[config.mk]
export PLATFORM = sky130hd
export DESIGN_NAME = reg_file_wce
export DESIGN_NICKNAME = d
export VERILOG_FILES = /design/src/rtl/reg_file_pkg.sv /design/src/rtl/reg_file_wce_rf_word.sv /design/src/rtl/reg_file_wce.sv
export SDC_FILE = /design/constraint.sdc
export NUM_CORES = 1
export LEC_CHECK = 0
export BUFFER_PORTS_ARGS = -buffer_cell sky130_fd_sc_hd__buf_4
export CELL_PAD_IN_SITES_DETAIL_PLACEMENT = 1
export CELL_PAD_IN_SITES_GLOBAL_PLACEMENT = 2
export CORE_MARGIN = 2
export CORE_UTILIZATION = 39
export CTS_CLUSTER_DIAMETER = 150
export CTS_CLUSTER_SIZE = 8
export DETAILED_ROUTE_END_ITERATION = 12
export PLACE_DENSITY_LB_ADDON = 0.3
export SETUP_SLACK_MARGIN = 0.2
export SLEW_MARGIN = 5
export SYNTH_ARGS = -nofsm -noshare
export SYNTH_HDL_FRONTEND = slang
export SYNTH_SLANG_ARGS = --single-unit
[constraint.sdc]
create_clock -name clk -period 3.3 [get_ports clk]
set_clock_uncertainty 0.15 [all_clocks]
set_input_delay 0.165 -clock clk [delete_from_list [all_inputs] [get_ports clk]]
set_output_delay 0.165 -clock clk [all_outputs]
set_load 0.005 [all_outputs]
[src/rtl/reg_file_pkg.sv]
// Shared types and default sizing for the reg_file_wce register file.
package reg_file_pkg;

    typedef enum logic {
        IDLE  = 1'b0,
        CLEAR = 1'b1
    } rf_state_t;

    localparam int DEF_WIDTH = 16;
    localparam int DEF_DEPTH = 8;

endpackage

[src/rtl/reg_file_wce_rf_word.sv]
// One storage word of the register file: async active-low reset, load enable and
// a synchronous zero that takes priority over load.
module rf_word #(
    parameter int WIDTH = 16
) (
    input  logic             clk,
    input  logic             rst_n,
    input  logic             load,
    input  logic             zero,
    input  logic [WIDTH-1:0] d,
    output logic [WIDTH-1:0] q
);

    always_ff @(posedge clk or negedge rst_n) begin
        if (!rst_n) begin
            q <= '0;
        end else if (zero) begin
            q <= '0;
        end else if (load) begin
            q <= d;
        end
    end

endmodule

[src/rtl/reg_file_wce.sv]
// Clock-enabled 1W/2R register file with a multi-cycle clear sweep (busy while sweeping).
// Optional write-through read bypass when REG_FILE_BYPASS_EN is defined.
module reg_file_wce
    import reg_file_pkg::*;
#(
    parameter int WIDTH = DEF_WIDTH,
    parameter int DEPTH = DEF_DEPTH,
    localparam int AW = $clog2(DEPTH)
) (
    input  logic             clk,
    input  logic             rst_n,
    input  logic             ce,
    input  logic             we,
    input  logic [AW-1:0]    waddr,
    input  logic [WIDTH-1:0] wdata,
    input  logic [AW-1:0]    raddr_a,
    input  logic [AW-1:0]    raddr_b,
    output logic [WIDTH-1:0] qout_a,
    output logic [WIDTH-1:0] qout_b,
    input  logic             clr,
    output logic             busy
);

    function automatic logic in_range(input logic [AW-1:0] a);
        return ({1'b0, a} < (AW+1)'(DEPTH));
    endfunction

    rf_state_t        state_q, state_d;
    logic [AW-1:0]    idx_q, idx_d;
    logic             wr_acc;
    logic             sweep;
    logic [WIDTH-1:0] word_q [DEPTH];
    logic [WIDTH-1:0] rd_a, rd_b;

    // A write is only accepted in IDLE and loses to a simultaneous clear request.
    assign wr_acc = ce && we && (state_q == IDLE) && !clr && in_range(waddr);
    assign sweep  = ce && (state_q == CLEAR);
    assign busy   = (state_q == CLEAR);

    for (genvar i = 0; i < DEPTH; i++) begin : g_word
        rf_word #(.WIDTH(WIDTH)) u_word (
            .clk   (clk),
            .rst_n (rst_n),
            .load  (wr_acc && (waddr == AW'(i))),
            .zero  (sweep && (idx_q == AW'(i))),
            .d     (wdata),
            .q     (word_q[i])
        );
    end

    always_ff @(posedge clk or negedge rst_n) begin
        if (!rst_n) begin
            state_q <= IDLE;
            idx_q   <= '0;
        end else if (ce) begin
            state_q <= state_d;
            idx_q   <= idx_d;
        end
    end

    always_comb begin
        state_d = state_q;
        idx_d   = idx_q;
        case (state_q)
            IDLE: begin
                if (clr) begin
                    state_d = CLEAR;
                    idx_d   = '0;
                end
            end
            CLEAR: begin
                if (idx_q == AW'(DEPTH - 1)) begin
                    state_d = IDLE;
                    idx_d   = '0;
                end else begin
                    idx_d = idx_q + 1'b1;
                end
            end
            default: begin
                state_d = IDLE;
                idx_d   = '0;
            end
        endcase
    end

    always_comb begin
        rd_a = '0;
        rd_b = '0;
        if (in_range(raddr_a)) rd_a = word_q[raddr_a];
        if (in_range(raddr_b)) rd_b = word_q[raddr_b];
`ifdef REG_FILE_BYPASS_EN
        // Forward only accepted writes; wr_acc already excludes dropped ones.
        if (wr_acc && (raddr_a == waddr)) rd_a = wdata;
        if (wr_acc && (raddr_b == waddr)) rd_b = wdata;
`endif
    end

    always_ff @(posedge clk or negedge rst_n) begin
        if (!rst_n) begin
            qout_a <= '0;
            qout_b <= '0;
        end else if (ce) begin
            qout_a <= rd_a;
            qout_b <= rd_b;
        end
    end

endmodule
Yosys cells after proc, flatten, opt, wreduce, memory -nomap -nowiden. Cells that the tools add are included.

Register bits: 164. Input bits: 30. Word-level logic and storage cells: 93.

$add $sub $neg: 1. Magnitude comparators: 2. Equal/unequal tests: 15. Muxes and demuxes: 28. Bitwise logic cells: 3. Reduce and logical (&&, ||, !) cells: 32.

Operators with widths (count): two-way mux 16 bit (20); binary-select mux 16 bit (select 3 bit) (2); == test 3 bit, second input constant (8); logical AND 1 bit (20); nonzero test 2 bit (8); == test 3 x 2 -> 1 bit, second input constant (4); greater-or-equal comparator 4 bit, second input constant (2); NOT 3 -> 4 bit (2); == test 3 x 1 -> 1 bit, second input constant (2); zero test 3 bit (2); two-way mux 3 bit (2); case mux 3 bit (2 select lines) (1); adder 3 x 1 -> 3 bit, second input constant (1); two-way mux 1 bit (2); inequality test 2 bit, second input constant (1); case mux 1 bit (2 select lines) (1); AND reduction 2 bit (1); zero test 1 bit (1); NOT 1 bit (1).

Logic depth before layout (Yosys ltp). Gate-level depths: netlist of run 1.

Depth after elaboration: 6. Depth in mapped cells: 6.

By module. A second synthesis of run 1 with hierarchy kept.

Cell total of the unflattened synthesis: 836. Area, all modules: 9145.0 um^2.

By module, submodules not included: rf_word (times used 8, cells each 52, area each 660.6 um^2, sequential area each 400.4 um^2); reg_file_wce (times used 1, cells each 420, area each 3860.0 um^2, sequential area each 900.9 um^2).

Least setup slack after synthesis of run 1. No wires, ideal clock.

Path kind: reg-to-reg. From: register state_q, in the netlist busy. To: register g_word[0].u_word.q[10]. Data arrival time: 1505 ps. Setup slack: 1566 ps. Stages on the path, launching flop included: 5. Buffers on the path: 1. Cells stage by stage: dfrtp_1 > nand4bb_4 > nor4_4 > buf_6 > mux2i_1.

Word-level cells in the longest chain between the ends: 5.

Ends and longest elaborated chain: start: declaration (RTL line reg_file_wce.sv:28) `rf_state_t state_q, state_d;`; start signal: assignment (RTL line reg_file_wce.sv:56) `state_q <= state_d;`; NOT 1 bit; logical AND 1 bit (2 in a row) (RTL line reg_file_wce.sv:36) `assign wr_acc = ce && we && (state_q == IDLE) && !clr && in_range(waddr);`; logical AND 1 bit (RTL line reg_file_wce.sv:44) `.load (wr_acc && (waddr == AW'(i))),`; nonzero test 2 bit (no line); end signal: assignment (RTL line reg_file_wce_rf_word.sv:16) `q <= '0;`; end signal: assignment (RTL line reg_file_wce_rf_word.sv:18) `q <= '0;`; end signal: assignment (RTL line reg_file_wce_rf_word.sv:20) `q <= d;`; end: declaration (RTL line reg_file_wce_rf_word.sv:11) `output logic [WIDTH-1:0] q`.

Several ways; a longest one is shown, not always the timed one. A chain may end at the register's enable or synchronous reset.

Worst setup path after layout of run 1.
From: register state_q, in the netlist busy. To: register g_word[4].u_word.q[2].

Word-level cells in the longest chain between the ends: 5.

Ends and longest elaborated chain (RTL line): NOT 1 bit; logical AND 1 bit (2 in a row) (reg_file_wce.sv:36); logical AND 1 bit (reg_file_wce.sv:44); nonzero test 2 bit (no line); end signal: assignment (reg_file_wce_rf_word.sv:16); end signal: assignment (reg_file_wce_rf_word.sv:18); end signal: assignment (reg_file_wce_rf_word.sv:20); end: declaration (reg_file_wce_rf_word.sv:11).

Several ways; a longest one is shown, not always the timed one.

==> flow_results.xml, run 1 <==
<?xml version="1.0" encoding="UTF-8"?>
<metrics>
  <group name="worst_setup_path">
    <metric name="setup.worst_path.end_class" unit="">register</metric>
    <metric name="rrSetupSlack" unit="ns">0.88</metric>
    <metric name="timing.critical_path.required" unit="ns">3.49</metric>
    <metric name="worst-path-max-fanout" unit="">16</metric>
    <metric name="ws_path_type" unit="">reg -&gt; reg</metric>
    <metric name="timing.critical_path.from_type" unit="">register</metric>
    <metric name="worst_ep_arrival_time" unit="ns">2.61</metric>
  </group>
  <group name="sta">
    <metric name="rsz0062_at_grt" unit="">no</metric>
    <metric name="setup_viol" unit="">0</metric>
    <metric name="timing.max_slew.rel_slack" unit="%">23.1</metric>
    <metric name="finalHoldViolCount" unit="">0</metric>
    <metric name="period_needed" unit="ns">2.42</metric>
    <metric name="final.setup.worst_slack" unit="ns">0.880</metric>
    <metric name="timing.final.max_slew_violations" unit="">0</metric>
    <metric name="timing.fmax" unit="MHz">413</metric>
    <metric name="worst-slew-pin-transition" unit="ns">1.15</metric>
    <metric name="final.setup.tns" unit="ns">0</metric>
    <metric name="timing.final.crit_share" unit="%">73.3</metric>
  </group>
  <group name="synthesis">
    <metric name="synth_fp_nets" unit="">872</metric>
    <metric name="ys_ff_latch" unit="">164</metric>
    <metric name="syn-instance-count" unit="">836</metric>
    <metric name="synth_top_cells_by_area" unit="">dfrtp_1, mux2i_1, nand2_1</metric>
    <metric name="async_flop_share" unit="%">100</metric>
    <metric name="synth_sequential_area_ratio" unit="%">45.5</metric>
    <metric name="ys.warnings.count" unit="">0</metric>
    <metric name="synth_area_per_cell" unit="um^2">10.8</metric>
    <metric name="synth_cell_type_count" unit="">32</metric>
    <metric name="synth_top_area_cell" unit="">dfrtp_1</metric>
    <metric name="synth_largest_type_area_fraction" unit="%">45.5</metric>
    <metric name="netlist_area" unit="um^2">9020</metric>
    <metric name="synth_edf_count" unit="">0</metric>
    <metric name="ys.flop_type" unit="">dfrtp_1</metric>
    <metric name="synthMostInstantiatedCell" unit="">mux2i_1</metric>
    <metric name="synth.top_cells.by_count" unit="">mux2i_1, dfrtp_1, nand2_1</metric>
  </group>
  <group name="floorplanning">
    <metric name="die_height" unit="um">156</metric>
    <metric name="number_of_top_level_design_ports" unit="">63</metric>
    <metric name="start_util" unit="%">39.8</metric>
    <metric name="dieWidth" unit="um">156</metric>
    <metric name="num_rows" unit="">55</metric>
    <metric name="core_region_area" unit="um^2">22600</metric>
    <metric name="fp.dieArea" unit="um^2">24400</metric>
  </group>
  <group name="run">
    <metric name="max_cap_viol_count" unit="">0</metric>
  </group>
  <group name="clock_network">
    <metric name="insertion_delay" unit="ns">0.44</metric>
    <metric name="h-tree-depth" unit="">4</metric>
    <metric name="tritoncts" unit="">yes</metric>
    <metric name="post_cts_resize_count" unit="">0</metric>
    <metric name="cts.sinks" unit="">164</metric>
    <metric name="root_buffer" unit="">clkbuf_16</metric>
    <metric name="tritoncts_buffers" unit="">17</metric>
    <metric name="cts-root-to-sink-buffers" unit="">2</metric>
    <metric name="clk_transition_reported_paths" unit="ns">0.08</metric>
  </group>
  <group name="final_layout">
    <metric name="layout.core_utilization" unit="%">46.6</metric>
    <metric name="ff_latch_area" unit="um^2">4100</metric>
    <metric name="antenna_cells" unit="">0</metric>
    <metric name="area_delta_synth_final" unit="%">17.1</metric>
    <metric name="num-nets-final" unit="">935</metric>
    <metric name="drive_above_1_share" unit="%">15.0</metric>
    <metric name="multiInputGateArea" unit="um^2">4510</metric>
    <metric name="fill_cells" unit="">2384</metric>
  </group>
  <group name="grt">
    <metric name="globalRouteTotalUtil" unit="%">25.4</metric>
    <metric name="initial_antenna_violation_count" unit="">0</metric>
    <metric name="grt_start_max_net_pins" unit="">94</metric>
    <metric name="grt_pass1_vias" unit="">7597</metric>
    <metric name="overflow" unit="">0</metric>
    <metric name="grt_first_pass_wirelength" unit="um">45900</metric>
  </group>
  <group name="placed_design">
    <metric name="place.gp.congestion" unit="">0.789</metric>
    <metric name="placement.io_buffers" unit="">62</metric>
    <metric name="dpl.hpwl" unit="um">19100</metric>
    <metric name="place_worst_setup_slack" unit="ns">0.967</metric>
  </group>
  <group name="detailed_routing">
    <metric name="drc_violations_left" unit="">0</metric>
    <metric name="route.final.wire_length" unit="um">30000</metric>
    <metric name="vias_per_cell" unit="">5.86</metric>
    <metric name="route.antenna.remaining_nets" unit="">0</metric>
    <metric name="drt_iter0_drc" unit="">369</metric>
    <metric name="dr_total_vias" unit="">7015</metric>
    <metric name="drtPass1Iterations" unit="">4</metric>
    <metric name="drt-wirelength-per-cell" unit="um">25.0</metric>
  </group>
  <group name="pwr">
    <metric name="cellLeakagePower" unit="nW">5.37</metric>
    <metric name="pwr_density_cell" unit="nW/um^2">529</metric>
    <metric name="power.ir.vdd_worst" unit="V">0.000358</metric>
  </group>
  <group name="hold_path">
    <metric name="hold_path.class" unit="">in -&gt; reg</metric>
  </group>
  <group name="status">
    <metric name="run_status" unit="">completed</metric>
  </group>
</metrics>
## final timing paths
path | from | endpoint | depth (start not counted)
hold / removal | wdata[15] | g_word[7].u_word.q[15] | 3
setup reg to reg | busy | g_word[4].u_word.q[2] | 3
setup / recovery | busy | g_word[4].u_word.q[2] | 3
hold reg to reg | g_word[0].u_word.q[13] | g_word[0].u_word.q[13] | 2
max in group asynchronous | rst_n | g_word[1].u_word.q[7] | 3
min in group asynchronous | rst_n | g_word[3].u_word.q[13] | 2
## cells in the final DEF, fill, tap and decap left out, types with 3 or more instances in the layout
cell / netlist / layout
a211o_1: 32 / 32
a22oi_1: 32 / 32
a41o_1: 32 / 32
buf_4: 3 / 94
clkbuf_16: 0 / 17
dfrtp_1: 164 / 164
dlygate4sd3_1: 0 / 15
ha_1: 6 / 6
inv_1: 19 / 19
inv_6: 0 / 4
inv_8: 0 / 3
mux2i_1: 224 / 224
nand2_1: 132 / 132
nand3_1: 34 / 34
nand4_1: 3 / 3
nand4b_1: 5 / 5
nor2_1: 3 / 3
nor2b_1: 66 / 66
## worst max-delay path: stages, from the launching register on
cell and delay (ns):
dfrtp_1 0.56, and4bb_2 0.47, nand3_2 0.72, mux2i_1 0.42
## through the flow
| step | instance area [um^2] | total power, mW | std cells | hold slack [ns] |
|---|---|---|---|---|
| 2_1_floorplan | 9020 | 3.01 | 836 | -0.281 |
| 3_3_place_gp | 9800 | 3.45 | 1150 | 0.181 |
| 3_5_place_dp | 9800 | 3.52 | 1150 | 0.183 |
| 4_1_cts | 10600 | 5.63 | 1197 | 0.00440 |
| 5_1_grt | 10600 | 5.84 | 1197 | 0.00355 |
| 6_report | 10600 | 5.58 | 1197 | 0.00808 |
## cell type report
cell class	count	share of cell area [%]
clock inverter	14	1.58
multi-input combinational	585	42.7
timing repair buffer	112	8.60
inverter	19	0.676
tap	285	3.38
clock buffer	18	4.16
sequential	164	38.9
## what timing repair did
item | in CTS | in global routing
hold buffers | 15 | 0
hold endpoints to repair | 147 | 0
setup buffers | 0 | 0
## layer usage
metal	track usage, %	share of wire (%)
met5	0	0
met4	8.82	2.6
met3	4.50	4.1
met2	41.9	48
met1	33.7	45
## report_power, final
part	internal [mW]	switching (mW)	total, mW
combinational	0.450	0.623	1.07
clock	1.16	0.926	2.09
sequential	2.22	0.200	2.42
total	3.83	1.75	5.58
## cell families (layout without fill, tap and decap cells)
group / count (synthesis) / in the layout / synth area share, %
and+or+nand+nor: 253 / 253 / 14.4
DFF: 164 / 164 / 45.5
muxes: 224 / 224 / 24.9
buffers and inverters: 87 / 163 / 4.63
AOI/OAI and AO/OA: 102 / 102 / 9.76
adders and majority gates: 6 / 6 / 0.833
## registers in the layout, indices dropped and copies added (netlist names)
| signal | count |
|---|---|
| qout_a | 16 |
| idx_q | 3 |
| g_word.u_word.q | 128 |
| qout_b | 16 |
| busy | 1 |
Power figures use the tool's default switching activity.
==> run 2: changes to the inputs <==
--- a/config.mk
+++ b/config.mk
@@ -9,7 +9,7 @@
 export CELL_PAD_IN_SITES_DETAIL_PLACEMENT = 1
 export CELL_PAD_IN_SITES_GLOBAL_PLACEMENT = 2
 export CORE_MARGIN = 2
-export CORE_UTILIZATION = 39
+export CORE_UTILIZATION = 37
 export CTS_CLUSTER_DIAMETER = 150
 export CTS_CLUSTER_SIZE = 8
 export DETAILED_ROUTE_END_ITERATION = 12
==> constraint.sdc (replaced) <==
create_clock -name clk -period 2.1 [get_ports clk]
set_clock_uncertainty 0.15 [all_clocks]
set_input_delay 0.105 -clock clk [delete_from_list [all_inputs] [get_ports clk]]
set_output_delay 0.105 -clock clk [all_outputs]
set_load 0.005 [all_outputs]
==> run 2 against run 1 <==
Effect of this change:
- power increased by 59%
- sequential share of layout area down 0.98 points
- critical path depth grew 1
- highest routed layer unchanged
- maximum frequency is 35% higher
- sequential power increased by 56%
- die area is 5.3% higher
- non-clock buffer count increased by 11
- largest power group unchanged
- wire length shrank 3.4%
- largest cell class unchanged
==> flow_results.xml, run 2 (same netlist as run 1, synthesis figures left out) <==
<?xml version="1.0" encoding="UTF-8"?>
<metrics>
  <group name="final_layout">
    <metric name="top_regs" unit="">g_word.u_word.q: 128 flops, qout_a: 16 flops, qout_b: 16 flops</metric>
    <metric name="drive_above_1_share" unit="%">15.4</metric>
    <metric name="ff_latch_area" unit="um^2">4100</metric>
    <metric name="antenna_cells" unit="">0</metric>
    <metric name="final_cell_mix" unit="">mux2i_1, dfrtp_1, nand2_1</metric>
    <metric name="commonest_non_fill_non_tap_cell_in_the_layout" unit="">mux2i_1</metric>
    <metric name="num-nets-final" unit="">946</metric>
    <metric name="multiInputGateArea" unit="um^2">4510</metric>
    <metric name="area_delta_synth_final" unit="%">20.1</metric>
    <metric name="fill_cells" unit="">2651</metric>
    <metric name="biggest_register" unit="">g_word.u_word.q</metric>
    <metric name="layout.core_utilization" unit="%">44.9</metric>
    <metric name="largest_reg_flops" unit="">128</metric>
  </group>
  <group name="clock_network">
    <metric name="insertion_delay" unit="ns">0.43</metric>
    <metric name="cts.sinks" unit="">164</metric>
    <metric name="post_cts_resize_count" unit="">0</metric>
    <metric name="h-tree-depth" unit="">4</metric>
    <metric name="clk_transition_reported_paths" unit="ns">0.07</metric>
    <metric name="tritoncts_buffers" unit="">17</metric>
    <metric name="root_buffer" unit="">clkbuf_16</metric>
    <metric name="tritoncts" unit="">yes</metric>
    <metric name="cts-root-to-sink-buffers" unit="">2</metric>
  </group>
  <group name="detailed_routing">
    <metric name="drt-wirelength-per-cell" unit="um">23.2</metric>
    <metric name="route.antenna.remaining_nets" unit="">0</metric>
    <metric name="route.final.wire_length" unit="um">28900</metric>
    <metric name="drt_iter0_drc" unit="">371</metric>
    <metric name="dr_total_vias" unit="">6910</metric>
    <metric name="drtPass1Iterations" unit="">7</metric>
    <metric name="vias_per_cell" unit="">5.54</metric>
    <metric name="drc_violations_left" unit="">0</metric>
  </group>
  <group name="grt">
    <metric name="grt_pass1_vias" unit="">7495</metric>
    <metric name="grt_start_max_net_pins" unit="">52</metric>
    <metric name="grt_first_pass_wirelength" unit="um">45400</metric>
    <metric name="initial_antenna_violation_count" unit="">0</metric>
    <metric name="overflow" unit="">0</metric>
    <metric name="globalRouteTotalUtil" unit="%">23.2</metric>
  </group>
  <group name="hold_path">
    <metric name="min_path_cells" unit="">3</metric>
    <metric name="min_from" unit="">raddr_a[2]</metric>
    <metric name="hold_path_sink" unit="">qout_a[13]</metric>
    <metric name="hold_path.class" unit="">in -&gt; reg</metric>
  </group>
  <group name="worst_setup_path">
    <metric name="worst_r2r_endpoint" unit="">busy</metric>
    <metric name="timing.critical_path.from_type" unit="">register</metric>
    <metric name="critical_path_cell_by_cell" unit="">ha_1 -&gt; ha_1 -&gt; a31oi_1 -&gt; dlygate4sd3_1</metric>
    <metric name="timing.rr.start" unit="">idx_q[0]</metric>
    <metric name="critical_path.n_buffers_inverters" unit="">1</metric>
    <metric name="critical-path-max-stage-delay" unit="ns">0.56</metric>
    <metric name="timing.critical_path.required" unit="ns">2.32</metric>
    <metric name="timing.critical_path.mode_cell" unit="">ha_1</metric>
    <metric name="critical_path.slowest_cell" unit="">dlygate4sd3_1</metric>
    <metric name="worst_ep_arrival_time" unit="ns">2.02</metric>
    <metric name="crit_cells" unit="">4</metric>
    <metric name="worst-path-max-fanout" unit="">5</metric>
    <metric name="r2r_cells" unit="">4</metric>
    <metric name="worst_path_dominant_cell_family" unit="">buffers and inverters</metric>
    <metric name="setup.worst_path.end_class" unit="">register</metric>
    <metric name="ws_path_type" unit="">reg -&gt; reg</metric>
    <metric name="rrSetupSlack" unit="ns">0.30</metric>
  </group>
  <group name="placed_design">
    <metric name="place.gp.congestion" unit="">0.794</metric>
    <metric name="placement.io_buffers" unit="">62</metric>
    <metric name="dpl.hpwl" unit="um">19000</metric>
  </group>
  <group name="floorplanning">
    <metric name="dieWidth" unit="um">160</metric>
    <metric name="num_rows" unit="">57</metric>
    <metric name="fp.dieArea" unit="um^2">25600</metric>
    <metric name="start_util" unit="%">37.4</metric>
    <metric name="core_region_area" unit="um^2">24100</metric>
    <metric name="number_of_top_level_design_ports" unit="">63</metric>
    <metric name="die_height" unit="um">160</metric>
  </group>
  <group name="status">
    <metric name="run_status" unit="">completed</metric>
  </group>
  <group name="sta">
    <metric name="final.setup.tns" unit="ns">0</metric>
    <metric name="timing.final.max_slew_violations" unit="">0</metric>
    <metric name="finalHoldViolCount" unit="">0</metric>
    <metric name="timing.fmax" unit="MHz">556</metric>
    <metric name="setup_viol" unit="">0</metric>
    <metric name="period_needed" unit="ns">1.80</metric>
    <metric name="rsz0062_at_grt" unit="">no</metric>
    <metric name="timing.max_slew.rel_slack" unit="%">63.1</metric>
    <metric name="hold-worst-slack" unit="ns">0.0138</metric>
    <metric name="timing.final.crit_share" unit="%">85.6</metric>
    <metric name="worst-slew-pin-transition" unit="ns">0.553</metric>
  </group>
  <group name="pwr">
    <metric name="pwr_density_cell" unit="nW/um^2">818</metric>
    <metric name="power.ir.vdd_worst" unit="V">0.000477</metric>
    <metric name="cellLeakagePower" unit="nW">5.45</metric>
    <metric name="fin_total_pwr" unit="mW">8.86</metric>
  </group>
  <group name="run">
    <metric name="max_cap_viol_count" unit="">0</metric>
  </group>
</metrics>
[run 2: how the worst max path moves through the flow]
stage,from,endpoint
after floorplan,busy,g_word[0].u_word.q[10]
after CTS,idx_q[0],busy
after detailed placement,busy,g_word[1].u_word.q[6]
final,idx_q[0],busy
after global routing,idx_q[0],g_word[7].u_word.q[9]
after global placement,busy,g_word[1].u_word.q[8]
[run 2: cell type report]
| cell class | count | share of cell area (%) |
|---|---|---|
| Inverter | 19 | 0.659 |
| Multi-Input combinational cell | 585 | 41.7 |
| Timing Repair Buffer | 123 | 10.3 |
| Tap cell | 324 | 3.74 |
| Clock inverter | 12 | 1.63 |
| Clock buffer | 20 | 4.13 |
| Sequential cell | 164 | 37.9 |
[run 2: metal layers]
layer,GRT usage (%),part of all wire [%]
met1,30.2,45
met2,40.5,50
met3,3.12,3.3
met4,6.47,2.0
met5,0,0
[run 2: stage by stage]
step | std cells | worst slack (ns) | instance area [um^2]
after CTS | 1247 | 0.303 | 10800
after global routing | 1247 | 0.220 | 10800
after floorplan | 836 | 0.366 | 9020
after global placement | 1196 | 0.442 | 10000
after detailed placement | 1196 | 0.367 | 10000
final | 1247 | 0.302 | 10800
[run 2: tightest hold or removal path: cells and delay by family]
family | cells | cell delay [ns]
buffers and inverters | 1 | 0.19
AO/OA/AOI/OAI | 1 | 0.16
AND/OR/NAND/NOR | 1 | 0.10
[run 2: power by group]
part           internal [mW]  total, mW  switching [mW]
Sequential              3.50       3.78           0.287
Combinational          0.735       1.73           0.992
Clock                   2.03       3.35            1.33
[run 2: timing repair]
action                                 CTS  global route
hold buffers                            19             0
setup endpoints to repair                0             0
setup buffers                            0             0
endpoints found under the hold margin  279             0
